$ cat src/rtl/coprocessor_pkg.sv
// Shared definitions for the coprocessor control unit: instruction field
// layout, command and ALU opcode codes, target selects and FSM states.
package coprocessor_pkg;

  localparam int unsigned ELEM_W_DEF  = 8;
  localparam int unsigned N_ELEM_DEF  = 25;
  localparam int unsigned TIMEOUT_DEF = 16;

  localparam int unsigned INSTR_W = 32;
  localparam int unsigned CMD_W   = 4;
  localparam int unsigned TGT_W   = 2;
  localparam int unsigned OP_W    = 3;
  localparam int unsigned IDX_W   = 5;
  localparam int unsigned DATA_W  = 8;

  // Bit positions of the instruction fields (target and alu_op overlap)
  localparam int unsigned CMD_LSB  = 0;
  localparam int unsigned TGT_LSB  = 4;
  localparam int unsigned OP_LSB   = 4;
  localparam int unsigned IDX_LSB  = 7;
  localparam int unsigned DATA_LSB = 12;
  localparam int unsigned FIELD_W  = DATA_LSB + DATA_W;

  localparam logic [CMD_W-1:0] CMD_NOP   = 4'h0;
  localparam logic [CMD_W-1:0] CMD_LOAD  = 4'h1;
  localparam logic [CMD_W-1:0] CMD_READ  = 4'h2;
  localparam logic [CMD_W-1:0] CMD_EXEC  = 4'h3;
  localparam logic [CMD_W-1:0] CMD_CLEAR = 4'h4;

  localparam logic [OP_W-1:0] OP_NONE      = 3'b000;
  localparam logic [OP_W-1:0] OP_SUM       = 3'b001;
  localparam logic [OP_W-1:0] OP_DIFF      = 3'b010;
  localparam logic [OP_W-1:0] OP_MUL       = 3'b011;
  localparam logic [OP_W-1:0] OP_SCALE     = 3'b100;
  localparam logic [OP_W-1:0] OP_TRANSPOSE = 3'b101;
  localparam logic [OP_W-1:0] OP_TRACE     = 3'b110;
  localparam logic [OP_W-1:0] OP_DET       = 3'b111;

  typedef enum logic [TGT_W-1:0] {
    TGT_A    = 2'b00,
    TGT_B    = 2'b01,
    TGT_F    = 2'b10,
    TGT_RSVD = 2'b11
  } target_e;

  typedef enum logic [1:0] {
    ST_IDLE  = 2'b00,
    ST_ISSUE = 2'b01,
    ST_WAIT  = 2'b10
  } state_e;

  // Decoded view of instr[19:0]; target is op[1:0]
  typedef struct packed {
    logic [DATA_W-1:0] data;
    logic [IDX_W-1:0]  index;
    logic [OP_W-1:0]   op;
    logic [CMD_W-1:0]  cmd;
  } instr_fields_t;

  function automatic logic idx_in_range(input logic [IDX_W-1:0] idx,
                                        input int unsigned     n);
    return 32'(idx) < n;
  endfunction

endpackage

$ cat src/rtl/matrix_bank.sv
// Operand storage for the ALU: matrices A and B plus scalar f.
// Ports: clk/rst, single element write port (we, target, index, data),
// synchronous clear, flat outputs a_flat/b_flat (element i at [W*i +: W]) and f.
module matrix_bank
  import coprocessor_pkg::*;
#(
  parameter int unsigned ELEM_W = ELEM_W_DEF,
  parameter int unsigned N_ELEM = N_ELEM_DEF
) (
  input  logic                     clk,
  input  logic                     rst,
  input  logic                     we,
  input  logic                     clear,
  input  target_e                  target,
  input  logic [IDX_W-1:0]         index,
  input  logic [ELEM_W-1:0]        data,
  output logic [N_ELEM*ELEM_W-1:0] a_flat,
  output logic [N_ELEM*ELEM_W-1:0] b_flat,
  output logic [ELEM_W-1:0]        f
);

  localparam int unsigned FLAT_W = N_ELEM * ELEM_W;

  logic [FLAT_W-1:0] a_q, a_d;
  logic [FLAT_W-1:0] b_q, b_d;
  logic [ELEM_W-1:0] f_q, f_d;

  // Next-state: clear wins over write; caller guarantees index is in range
  always_comb begin
    a_d = a_q;
    b_d = b_q;
    f_d = f_q;
    if (clear) begin
      a_d = '0;
      b_d = '0;
      f_d = '0;
    end else if (we) begin
      case (target)
        TGT_A:   a_d[32'(index)*ELEM_W +: ELEM_W] = data;
        TGT_B:   b_d[32'(index)*ELEM_W +: ELEM_W] = data;
        TGT_F:   f_d = data;
        default: ;
      endcase
    end
  end

  always_ff @(posedge clk or posedge rst) begin
    if (rst) begin
      a_q <= '0;
      b_q <= '0;
      f_q <= '0;
    end else begin
      a_q <= a_d;
      b_q <= b_d;
      f_q <= f_d;
    end
  end

  assign a_flat = a_q;
  assign b_flat = b_q;
  assign f      = f_q;

endmodule

$ cat src/rtl/coprocessor_control_unit.sv
// Host-facing sequencer for the matrix ALU. Accepts instructions over a
// valid/ready handshake, loads operands, runs ALU operations with a timeout
// and captures the result matrix for element-wise readback.
// Ports: clk/rst; host side instr/instr_valid/instr_ready, result_data/
// result_valid, op_done, busy, ovf, err; ALU side A_flat/B_flat/f/opcode
// out, C_flat/overflow_flag/done in.
module coprocessor_control_unit
  import coprocessor_pkg::*;
#(
  parameter int unsigned ELEM_W  = ELEM_W_DEF,
  parameter int unsigned N_ELEM  = N_ELEM_DEF,
  parameter int unsigned TIMEOUT = TIMEOUT_DEF
) (
  input  logic                     clk,
  input  logic                     rst,
  input  logic [INSTR_W-1:0]       instr,
  input  logic                     instr_valid,
  output logic                     instr_ready,
  output logic [ELEM_W-1:0]        result_data,
  output logic                     result_valid,
  output logic                     op_done,
  output logic                     busy,
  output logic                     ovf,
  output logic                     err,
  output logic [N_ELEM*ELEM_W-1:0] A_flat,
  output logic [N_ELEM*ELEM_W-1:0] B_flat,
  output logic [ELEM_W-1:0]        f,
  output logic [OP_W-1:0]          opcode,
  input  logic [N_ELEM*ELEM_W-1:0] C_flat,
  input  logic                     overflow_flag,
  input  logic                     done
);

  localparam int unsigned FLAT_W = N_ELEM * ELEM_W;
  localparam int unsigned CNT_W  = $clog2(TIMEOUT + 1);

  state_e             state_q;
  logic               ready_q;
  logic               busy_q;
  logic [OP_W-1:0]    opcode_q;
  logic [CNT_W-1:0]   wait_cnt_q;
  logic [FLAT_W-1:0]  c_q;
  logic [ELEM_W-1:0]  result_data_q;
  logic               result_valid_q;
  logic               op_done_q;
  logic               ovf_q;
  logic               err_q;

  instr_fields_t      fld;
  target_e            tgt;
  logic               unused_instr_bits;
  logic               accept;
  logic               idx_ok;
  logic               load_ok;
  logic               bank_we;
  logic               bank_clear;
  logic [IDX_W-1:0]   rd_idx;

  // Instruction decode
  assign fld               = instr_fields_t'(instr[FIELD_W-1:0]);
  assign unused_instr_bits = ^instr[INSTR_W-1:FIELD_W];
  assign tgt               = target_e'(fld.op[TGT_W-1:0]);
  assign accept            = instr_valid && ready_q;
  assign idx_ok            = idx_in_range(fld.index, N_ELEM);
  // The scalar target ignores index, so only A/B loads need the range check
  assign load_ok           = (tgt == TGT_F) || (((tgt == TGT_A) || (tgt == TGT_B)) && idx_ok);
  assign bank_we           = accept && (fld.cmd == CMD_LOAD) && load_ok;
  assign bank_clear        = accept && (fld.cmd == CMD_CLEAR);
  // Clamp keeps the C read select in range; the out-of-range value is discarded
  assign rd_idx            = idx_ok ? fld.index : '0;

  matrix_bank #(
    .ELEM_W (ELEM_W),
    .N_ELEM (N_ELEM)
  ) u_bank (
    .clk    (clk),
    .rst    (rst),
    .we     (bank_we),
    .clear  (bank_clear),
    .target (tgt),
    .index  (fld.index),
    .data   (ELEM_W'(fld.data)),
    .a_flat (A_flat),
    .b_flat (B_flat),
    .f      (f)
  );

  // Sequencer FSM with registered host and ALU outputs
  always_ff @(posedge clk or posedge rst) begin
    if (rst) begin
      state_q        <= ST_IDLE;
      ready_q        <= 1'b1;
      busy_q         <= 1'b0;
      opcode_q       <= OP_NONE;
      wait_cnt_q     <= '0;
      c_q            <= '0;
      result_data_q  <= '0;
      result_valid_q <= 1'b0;
      op_done_q      <= 1'b0;
      ovf_q          <= 1'b0;
      err_q          <= 1'b0;
    end else begin
      result_valid_q <= 1'b0;
      op_done_q      <= 1'b0;
      case (state_q)
        ST_IDLE: begin
          if (accept) begin
            case (fld.cmd)
              CMD_NOP: ;
              CMD_LOAD: begin
                if (!load_ok) err_q <= 1'b1;
              end
              CMD_READ: begin
                result_valid_q <= 1'b1;
                result_data_q  <= idx_ok ? c_q[32'(rd_idx)*ELEM_W +: ELEM_W] : '0;
                if (!idx_ok) err_q <= 1'b1;
              end
              CMD_EXEC: begin
                if (fld.op == OP_NONE) begin
                  err_q     <= 1'b1;
                  op_done_q <= 1'b1;
                end else begin
                  state_q  <= ST_ISSUE;
                  opcode_q <= fld.op;
                  busy_q   <= 1'b1;
                  ready_q  <= 1'b0;
                end
              end
              CMD_CLEAR: begin
                c_q   <= '0;
                ovf_q <= 1'b0;
                err_q <= 1'b0;
              end
              default: err_q <= 1'b1;
            endcase
          end
        end
        ST_ISSUE: begin
          state_q    <= ST_WAIT;
          wait_cnt_q <= '0;
        end
        ST_WAIT: begin
          if (done || (wait_cnt_q == CNT_W'(TIMEOUT - 1))) begin
            if (done) begin
              c_q   <= C_flat;
              ovf_q <= overflow_flag;
            end else begin
              err_q <= 1'b1;
            end
            state_q   <= ST_IDLE;
            opcode_q  <= OP_NONE;
            busy_q    <= 1'b0;
            ready_q   <= 1'b1;
            op_done_q <= 1'b1;
          end else begin
            wait_cnt_q <= wait_cnt_q + CNT_W'(1);
          end
        end
        default: begin
          state_q  <= ST_IDLE;
          opcode_q <= OP_NONE;
          busy_q   <= 1'b0;
          ready_q  <= 1'b1;
        end
      endcase
    end
  end

  assign instr_ready  = ready_q;
  assign busy         = busy_q;
  assign opcode       = opcode_q;
  assign result_data  = result_data_q;
  assign result_valid = result_valid_q;
  assign op_done      = op_done_q;
  assign ovf          = ovf_q;
  assign err          = err_q;

endmodule
$ cat config.mk
export PLATFORM = sky130hd
export DESIGN_NAME = coprocessor_control_unit
export DESIGN_NICKNAME = d
export VERILOG_FILES = /design/src/rtl/coprocessor_pkg.sv /design/src/rtl/matrix_bank.sv /design/src/rtl/coprocessor_control_unit.sv
export SDC_FILE = /design/constraint.sdc
export NUM_CORES = 2
export LEC_CHECK = 0
export CAP_MARGIN = 40
export CORE_AREA = 2 2 257 259
export CTS_CLUSTER_DIAMETER = 100
export CTS_CLUSTER_SIZE = 10
export DETAILED_ROUTE_END_ITERATION = 12
export DIE_AREA = 0 0 259 261
export PLACE_DENSITY = 0.66
export SYNTH_ARGS = -nofsm -noshare
export SYNTH_HDL_FRONTEND = slang
export SYNTH_SLANG_ARGS = --single-unit
$ cat constraint.sdc
create_clock -name clk -period 42.1 [get_ports clk]
set_clock_uncertainty 0.05 [all_clocks]
set_input_delay 6.315 -clock clk [delete_from_list [all_inputs] [get_ports clk]]
set_output_delay 6.315 -clock clk [all_outputs]
set_load 0.02 [all_outputs]
### Word level (Yosys, flattened, before mapping)

Cells that the tools add are included.

| storage, ports and cells | value |
|---|---|
| register bits | 632 |
| latch bits | 0 |
| memory bits (writable) | 0 |
| memory bits (read-only) | 0 |
| input bits | 237 |
| output and inout port bits | 425 |
| word-level logic and storage cells | 130 |
| memories | 0 |

| operators by class | value |
|---|---|
| $add $sub $neg | 2 |
| $mul | 0 |
| div/mod/pow operators | 0 |
| order comparisons | 1 |
| eq/ne operators | 21 |
| shift operators | 3 |
| mux-type cells | 61 |
| bitwise logic cells | 1 |
| reductions and logical operators | 27 |

Operator list:

| kind | count |
|---|---|
| 2-to-1 mux 200 bit | 10 |
| bitwise mux 200 bit | 2 |
| case mux 200 bit (2 select lines) | 1 |
| variable shift 8 x 34 -> 200 bit (first input constant) | 1 |
| variable part select 200 x 9 -> 8 bit | 1 |
| variable part select 8 x 34 -> 200 bit | 1 |
| negation 8 -> 34 bit | 1 |
| 2-to-1 mux 8 bit | 4 |
| 2-to-1 mux 1 bit | 25 |
| inequality test 2 bit (second input constant) | 8 |
| 2-to-1 mux 3 bit | 4 |
| nonzero test 2 bit | 6 |
| 2-to-1 mux 5 bit | 2 |
| case mux 5 bit (2 select lines) | 1 |
| AND reduction 5 bit | 2 |
| inequality test 3 bit (second input constant) | 3 |
| case mux 3 bit (3 select lines) | 1 |
| == test 4 x 2 -> 1 bit (second input constant) | 2 |
| 2-to-1 mux 2 bit | 4 |
| AND reduction 2 bit | 4 |
| AND reduction 8 bit | 1 |
| case mux 1 bit (2 select lines) | 3 |
| case mux 1 bit (3 select lines) | 2 |
| case mux 2 bit (3 select lines) | 1 |
| 17 further kinds | 26 |

### Depth between registers and ports, before layout

| depth | value |
|---|---|
| word-level depth | 8 |
| mapped depth | 15 |
| gate-level depth less buffers | 11 |

### By module

Synthesis repeated with hierarchy kept, for this count alone.

| second synthesis, totals | value |
|---|---|
| cells, all modules | 2511 |
| area total of the unflattened synthesis | 27530.2 um^2 |

Modules (own cells, without submodules):

| module | instances | cells each | area each (um^2) | seq. area each (um^2) |
|---|---|---|---|---|
| matrix_bank | 1 | 1237 | 16478.3 | 10209.8 |
| coprocessor_control_unit | 1 | 1274 | 11051.8 | 5606.6 |

### Worst setup path after synthesis

No wires, ideal clock.

| timing | value |
|---|---|
| kind | input-to-reg |
| start | input port instr[7] |
| end | register u_bank.b_q[106] (netlist: u_bank.b_flat[106]) |
| library setup time | 0.095 ns |
| arrival time | 9.214 ns |
| required time | 41.955 ns |
| setup slack | 32.740 ns |
| stages | 15 |
| path buffers | 4 |
| cells stage by stage | buf_2 > clkinv_1 > clkbuf_1 > ha_1 > nor2b_1 > nor2b_1 > ha_1 > nand2b_1 > clkbuf_1 > nor2_1 > and3_1 > a21oi_1 > buf_2 > nand2_1 > o31ai_1 |

| between the ends | value |
|---|---|
| cells in the longest elaborated chain, start to end | 6 |
| elaborated cells on any way between the ends | 13 |
| those cells by class | 1 x add/sub; 1 x order compare; 2 x shift; 4 x mux; 5 x reduce/logical |

Ends and longest elaborated chain:

| what | line | source |
|---|---|---|
| start: declaration | coprocessor_control_unit.sv:16 | `input logic [INSTR_W-1:0] instr,` |
| negation 8 -> 34 bit / less-than comparator 5 bit (equally long branches) | matrix_bank.sv:40, coprocessor_pkg.sv:62 |  |
| variable part select 8 x 34 -> 200 bit (tied with other cells) | matrix_bank.sv:40 | `TGT_B: b_d[32'(index)*ELEM_W +: ELEM_W] = data;` |
| bitwise mux 200 bit / logical OR 1 bit (equally long branches) | matrix_bank.sv:40, coprocessor_control_unit.sv:66 |  |
| 2-to-1 mux 200 bit / logical AND 1 bit (equally long branches) | matrix_bank.sv:38, coprocessor_control_unit.sv:67 |  |
| 2-to-1 mux 200 bit / nonzero test 2 bit (equally long branches) | n/a |  |
| 2-to-1 mux 200 bit / AND reduction 2 bit (equally long branches) | n/a |  |
| end signal: assignment | matrix_bank.sv:50 | `b_q <= '0;` |
| end signal: assignment | matrix_bank.sv:54 | `b_q <= b_d;` |
| end: declaration | matrix_bank.sv:25 | `logic [FLAT_W-1:0] b_q, b_d;` |

Parallel ways exist; a longest one is shown, timed or not. The select of a mux whose other input is x is not followed.
A chain may end at the register's enable or synchronous reset.

### Worst setup path after layout

| timing | value |
|---|---|
| start | input port instr[7] |
| end | register u_bank.a_q[134] (netlist: u_bank.a_flat[134]) |

| between the ends | value |
|---|---|
| cells in the longest elaborated chain, start to end | 6 |
| elaborated cells on any way between the ends | 13 |
| those cells by class | 1 x add/sub; 1 x order compare; 2 x shift; 4 x mux; 5 x reduce/logical |

Ends and longest elaborated chain:

| what | line | source |
|---|---|---|
| negation 8 -> 34 bit / less-than comparator 5 bit (equally long branches) | matrix_bank.sv:39, coprocessor_pkg.sv:62 |  |
| variable part select 8 x 34 -> 200 bit (tied with other cells) | matrix_bank.sv:39 | `TGT_A: a_d[32'(index)*ELEM_W +: ELEM_W] = data;` |
| bitwise mux 200 bit / logical OR 1 bit (equally long branches) | matrix_bank.sv:39, coprocessor_control_unit.sv:66 |  |
| 2-to-1 mux 200 bit / logical AND 1 bit (equally long branches) | matrix_bank.sv:38, coprocessor_control_unit.sv:67 |  |
| 2-to-1 mux 200 bit / nonzero test 2 bit (equally long branches) | n/a |  |
| 2-to-1 mux 200 bit / AND reduction 2 bit (equally long branches) | n/a |  |
| end signal: assignment | matrix_bank.sv:49 | `a_q <= '0;` |
| end signal: assignment | matrix_bank.sv:53 | `a_q <= a_d;` |
| end: declaration | matrix_bank.sv:24 | `logic [FLAT_W-1:0] a_q, a_d;` |

Parallel ways exist; a longest one is shown, timed or not. The select of a mux whose other input is x is not followed.

==> load_flow_metrics.sql <==
INSERT INTO impl_metrics (metric_group, metric, value, unit) VALUES
('run_status', 'outcome', 'finished clean', ''),
('drt', 'antenna_left', '0', ''),
('global_route', 'grt_max_degree', '196', ''),
('clocking', 'tritoncts', 'done', ''),
('worst_setup_path', 'worst-setup-path-type', 'in2reg', ''),
('placed_design', 'gp_weighted_congestion', '0.9186', ''),
('final_layout', 'filler_cell_count', '5599', ''),
('timing', 'rsz0062_at_grt', 'false', ''),
('floorplan', 'initial_utilization', '0.4136', ''),
('worst_setup_path', 'cp_data_arrival_time', '11100', 'ps'),
('logic_synthesis', 'synth_area_leaders', 'sky130_fd_sc_hd__dfrtp_1 (59%), sky130_fd_sc_hd__nand2_1 (9.2%), sky130_fd_sc_hd__nand3_1 (5.5%), sky130_fd_sc_hd__o21ai_0 (3.1%), sky130_fd_sc_hd__o2bb2ai_1 (3.1%)', ''),
('floorplan', 'fp.dieW', '259', 'um'),
('final_layout', 'layout_common_cells', 'sky130_fd_sc_hd__nand2_1 (656), sky130_fd_sc_hd__clkdlybuf4s50_1 (646), sky130_fd_sc_hd__dfrtp_1 (631), sky130_fd_sc_hd__nand3_1 (296), sky130_fd_sc_hd__o21ai_0 (168)', ''),
('final_layout', 'multi_input_comb_area', '10300', 'um^2'),
('clocking', 'clk_latency', '620', 'ps'),
('logic_synthesis', 'synth-seq-cells', '632', ''),
('floorplan', 'pin_count', '662', ''),
('clocking', 'post_cts_resize_count', '0', ''),
('timing', 'final.setup.tns', '0', 'ps'),
('clocking', 'numCtsBuffers', '73', ''),
('timing', 'part_of_the_cycle_the_worst_path_needs', '0.2527', ''),
('logic_synthesis', 'synth_cell_type_count', '75', ''),
('drt', 'drt_drc_violations_left', '0', ''),
('placed_design', 'place_hpwl', '72770', 'um'),
('clocking', 'clock_sink_count', '632', ''),
('drt', 'route.final.wire_length', '100400', 'um'),
('logic_synthesis', 'net_count_after_synthesis', '2883', ''),
('timing', 'timing_worst_slew_pin_value', '1164', 'ps'),
('global_route', 'grt_pass1_vias', '23327', ''),
('timing', 'finalSetupViolations', '0', ''),
('worst_setup_path', 'reg2reg_from', 'instr_ready', ''),
('drt', 'dr_total_vias', '23582', ''),
('drt', 'dr_wl_met3', '7919', 'um'),
('power', 'peakVddDrop', '25.61', 'uV'),
('floorplan', 'placement_rows', '94', ''),
('worst_setup_path', 'crit_path_start', 'instr[7]', ''),
('timing', 'slew_headroom', '0.2239', ''),
('power', 'pwr_density_cell', '37.69', 'nW/um^2'),
('worst_setup_path', 'r2r_cells', '8', ''),
('floorplan', 'dieArea', '67600', 'um^2'),
('logic_synthesis', 'yosysTopAreaCellShare', '0.5870', ''),
('logic_synthesis', 'post_synth.cell_area_avg', '10.18', 'um^2'),
('logic_synthesis', 'synth_top_cell_by_area', 'sky130_fd_sc_hd__dfrtp_1', ''),
('final_layout', 'areaGrowthSynthToFinish', '34.05', '%'),
('final_layout', 'mostFrequentLayoutCell', 'sky130_fd_sc_hd__nand2_1', ''),
('logic_synthesis', 'ys_dominant_reg_cell', 'sky130_fd_sc_hd__dfrtp_1', ''),
('drt', 'drtPass1Iterations', '5', ''),
('hold_path', 'hold_path_class', 'reg2reg', ''),
('clocking', 'cts.repair_timing.setup_buffer_count', '0', ''),
('global_route', 'initial_antenna_violation_count', '6', ''),
('timing', 'hold_viol', '0', ''),
('logic_synthesis', 'synthesis.instances', '2642', ''),
('logic_synthesis', 'ys_warn_count', '0', ''),
('drt', 'topRoutingLayerUsed', 'met5', ''),
('clocking', 'number_of_buffers_inserted_for_hold_repair_after_clock_tree_synthesis', '0', ''),
('global_route', 'grt_first_pass_wirelength', '148800', 'um'),
('logic_synthesis', 'synthesis.area', '26900', 'um^2'),
('hold_path', 'hold_depth', '2', ''),
('placed_design', 'port_buffers', '649', ''),
('clocking', 'clkSlewWorstSetupHoldPaths', '50', 'ps'),
('global_route', 'globalRouteTotalUtil', '0.2904', ''),
('timing', 'hold-worst-slack', '411.0', 'ps'),
('worst_setup_path', 'crit_required', '42560', 'ps'),
('logic_synthesis', 'ys_seq_area_frac', '0.5880', ''),
('timing', 'max_freq', '94.01', 'MHz'),
('global_route', 'overflow', '0', ''),
('logic_synthesis', 'synth-edff-count', '0', ''),
('power', 'leak_pwr', '15.89', 'nW'),
('worst_setup_path', 'regToRegEndpoint', 'c_q[160]', ''),
('worst_setup_path', 'timing.critical_path.fanout_max', '35', ''),
('drt', 'drt_iter0_drc', '2250', '');
critical path, stage by stage:
cell                       delay, ps
sky130_fd_sc_hd__buf_4           390
sky130_fd_sc_hd__clkinv_1        740
sky130_fd_sc_hd__ha_1            600
sky130_fd_sc_hd__nor2b_1         180
sky130_fd_sc_hd__nor2b_1         160
sky130_fd_sc_hd__ha_1            540
sky130_fd_sc_hd__nand2b_1        300
sky130_fd_sc_hd__nor2_1          660
sky130_fd_sc_hd__nand3_1         700
sky130_fd_sc_hd__o31ai_1         480
synth_stat cells (41+ instances only):
master	n
sky130_fd_sc_hd__o2bb2ai_1	96
sky130_fd_sc_hd__buf_2	47
sky130_fd_sc_hd__a21oi_1	73
sky130_fd_sc_hd__dfrtp_1	631
sky130_fd_sc_hd__nor2_1	67
sky130_fd_sc_hd__nand2_1	658
sky130_fd_sc_hd__mux2_2	56
sky130_fd_sc_hd__clkbuf_1	126
sky130_fd_sc_hd__a22o_1	41
sky130_fd_sc_hd__nand3_1	296
sky130_fd_sc_hd__o21ai_0	168
sky130_fd_sc_hd__o31ai_1	67
final cells by class:
| type | count | share of cell area |
|---|---|---|
| Antenna cell | 4 | 0.0002776 |
| Clock buffer | 80 | 0.05167 |
| Clock inverter | 8 | 0.004650 |
| Inverter | 14 | 0.001666 |
| Multi-Input combinational cell | 1809 | 0.2857 |
| Sequential cell | 632 | 0.4386 |
| Tap cell | 864 | 0.02998 |
| Timing Repair Buffer | 679 | 0.1874 |
metal layers:
layer  vias up  track usage
met5         -            0
met4         4       0.1305
met3       212      0.05865
met2      1093       0.4922
met1     11762       0.3602
li1      10511            -
cells by family (layout without fill, tap and decap cells):
kind of cell    Yosys count  after routing  synth area share
compound gates          578            578            0.1522
flops                   632            632            0.5880
xor+xnor                  3              3          0.001256
fa+ha+maj                 4              4          0.001861
other cells               0              4                 0
buf+inv                 201            781           0.03107
simple gates           1139           1139            0.1873
mux                      85             85           0.03842
report_power, final:
group	internal (mW)	total, mW	leakage (nW)	switching (mW)
registers	0.634	0.652	8.69	0.0174
logic	0.0527	0.139	6.21	0.0862
clock network	0.316	0.568	0.986	0.252
metrics by stage:
step                      power [mW]  utilization  cells  instance area, um^2  setup slack [ps]
after floorplan               0.7333            -   2642                26900             18030
after global placement        0.7961       0.5220   3991                33950             31030
after detailed placement      0.8007       0.5230   3998                34020             30900
after CTS                      1.368       0.5543   4086                36050             31560
after global routing           1.405       0.5543   4088                36050             31140
final                          1.359       0.5544   4090                36060             31460
worst min-delay path by stage:
stage	from	to	slack, ps
2_1_floorplan	c_q[105]	c_q[105]	380
6_report	c_q[83]	c_q[83]	410
5_1_grt	c_q[83]	c_q[83]	430
3_5_place_dp	c_q[83]	c_q[83]	400
3_3_place_gp	c_q[54]	c_q[54]	400
4_1_cts	c_q[94]	c_q[94]	410
flip-flops by register name, indices dropped and copies added, names as in the netlist:
signal	flops
u_bank.a_flat	200
ovf	1
instr_ready	1
result_valid	1
opcode	3
state_q	2
wait_cnt_q	5
result_data	8
err	1
op_done	1
c_q	200
u_bank.f	8
busy	1
u_bank.b_flat	200
(Power assumes the default switching activity.)
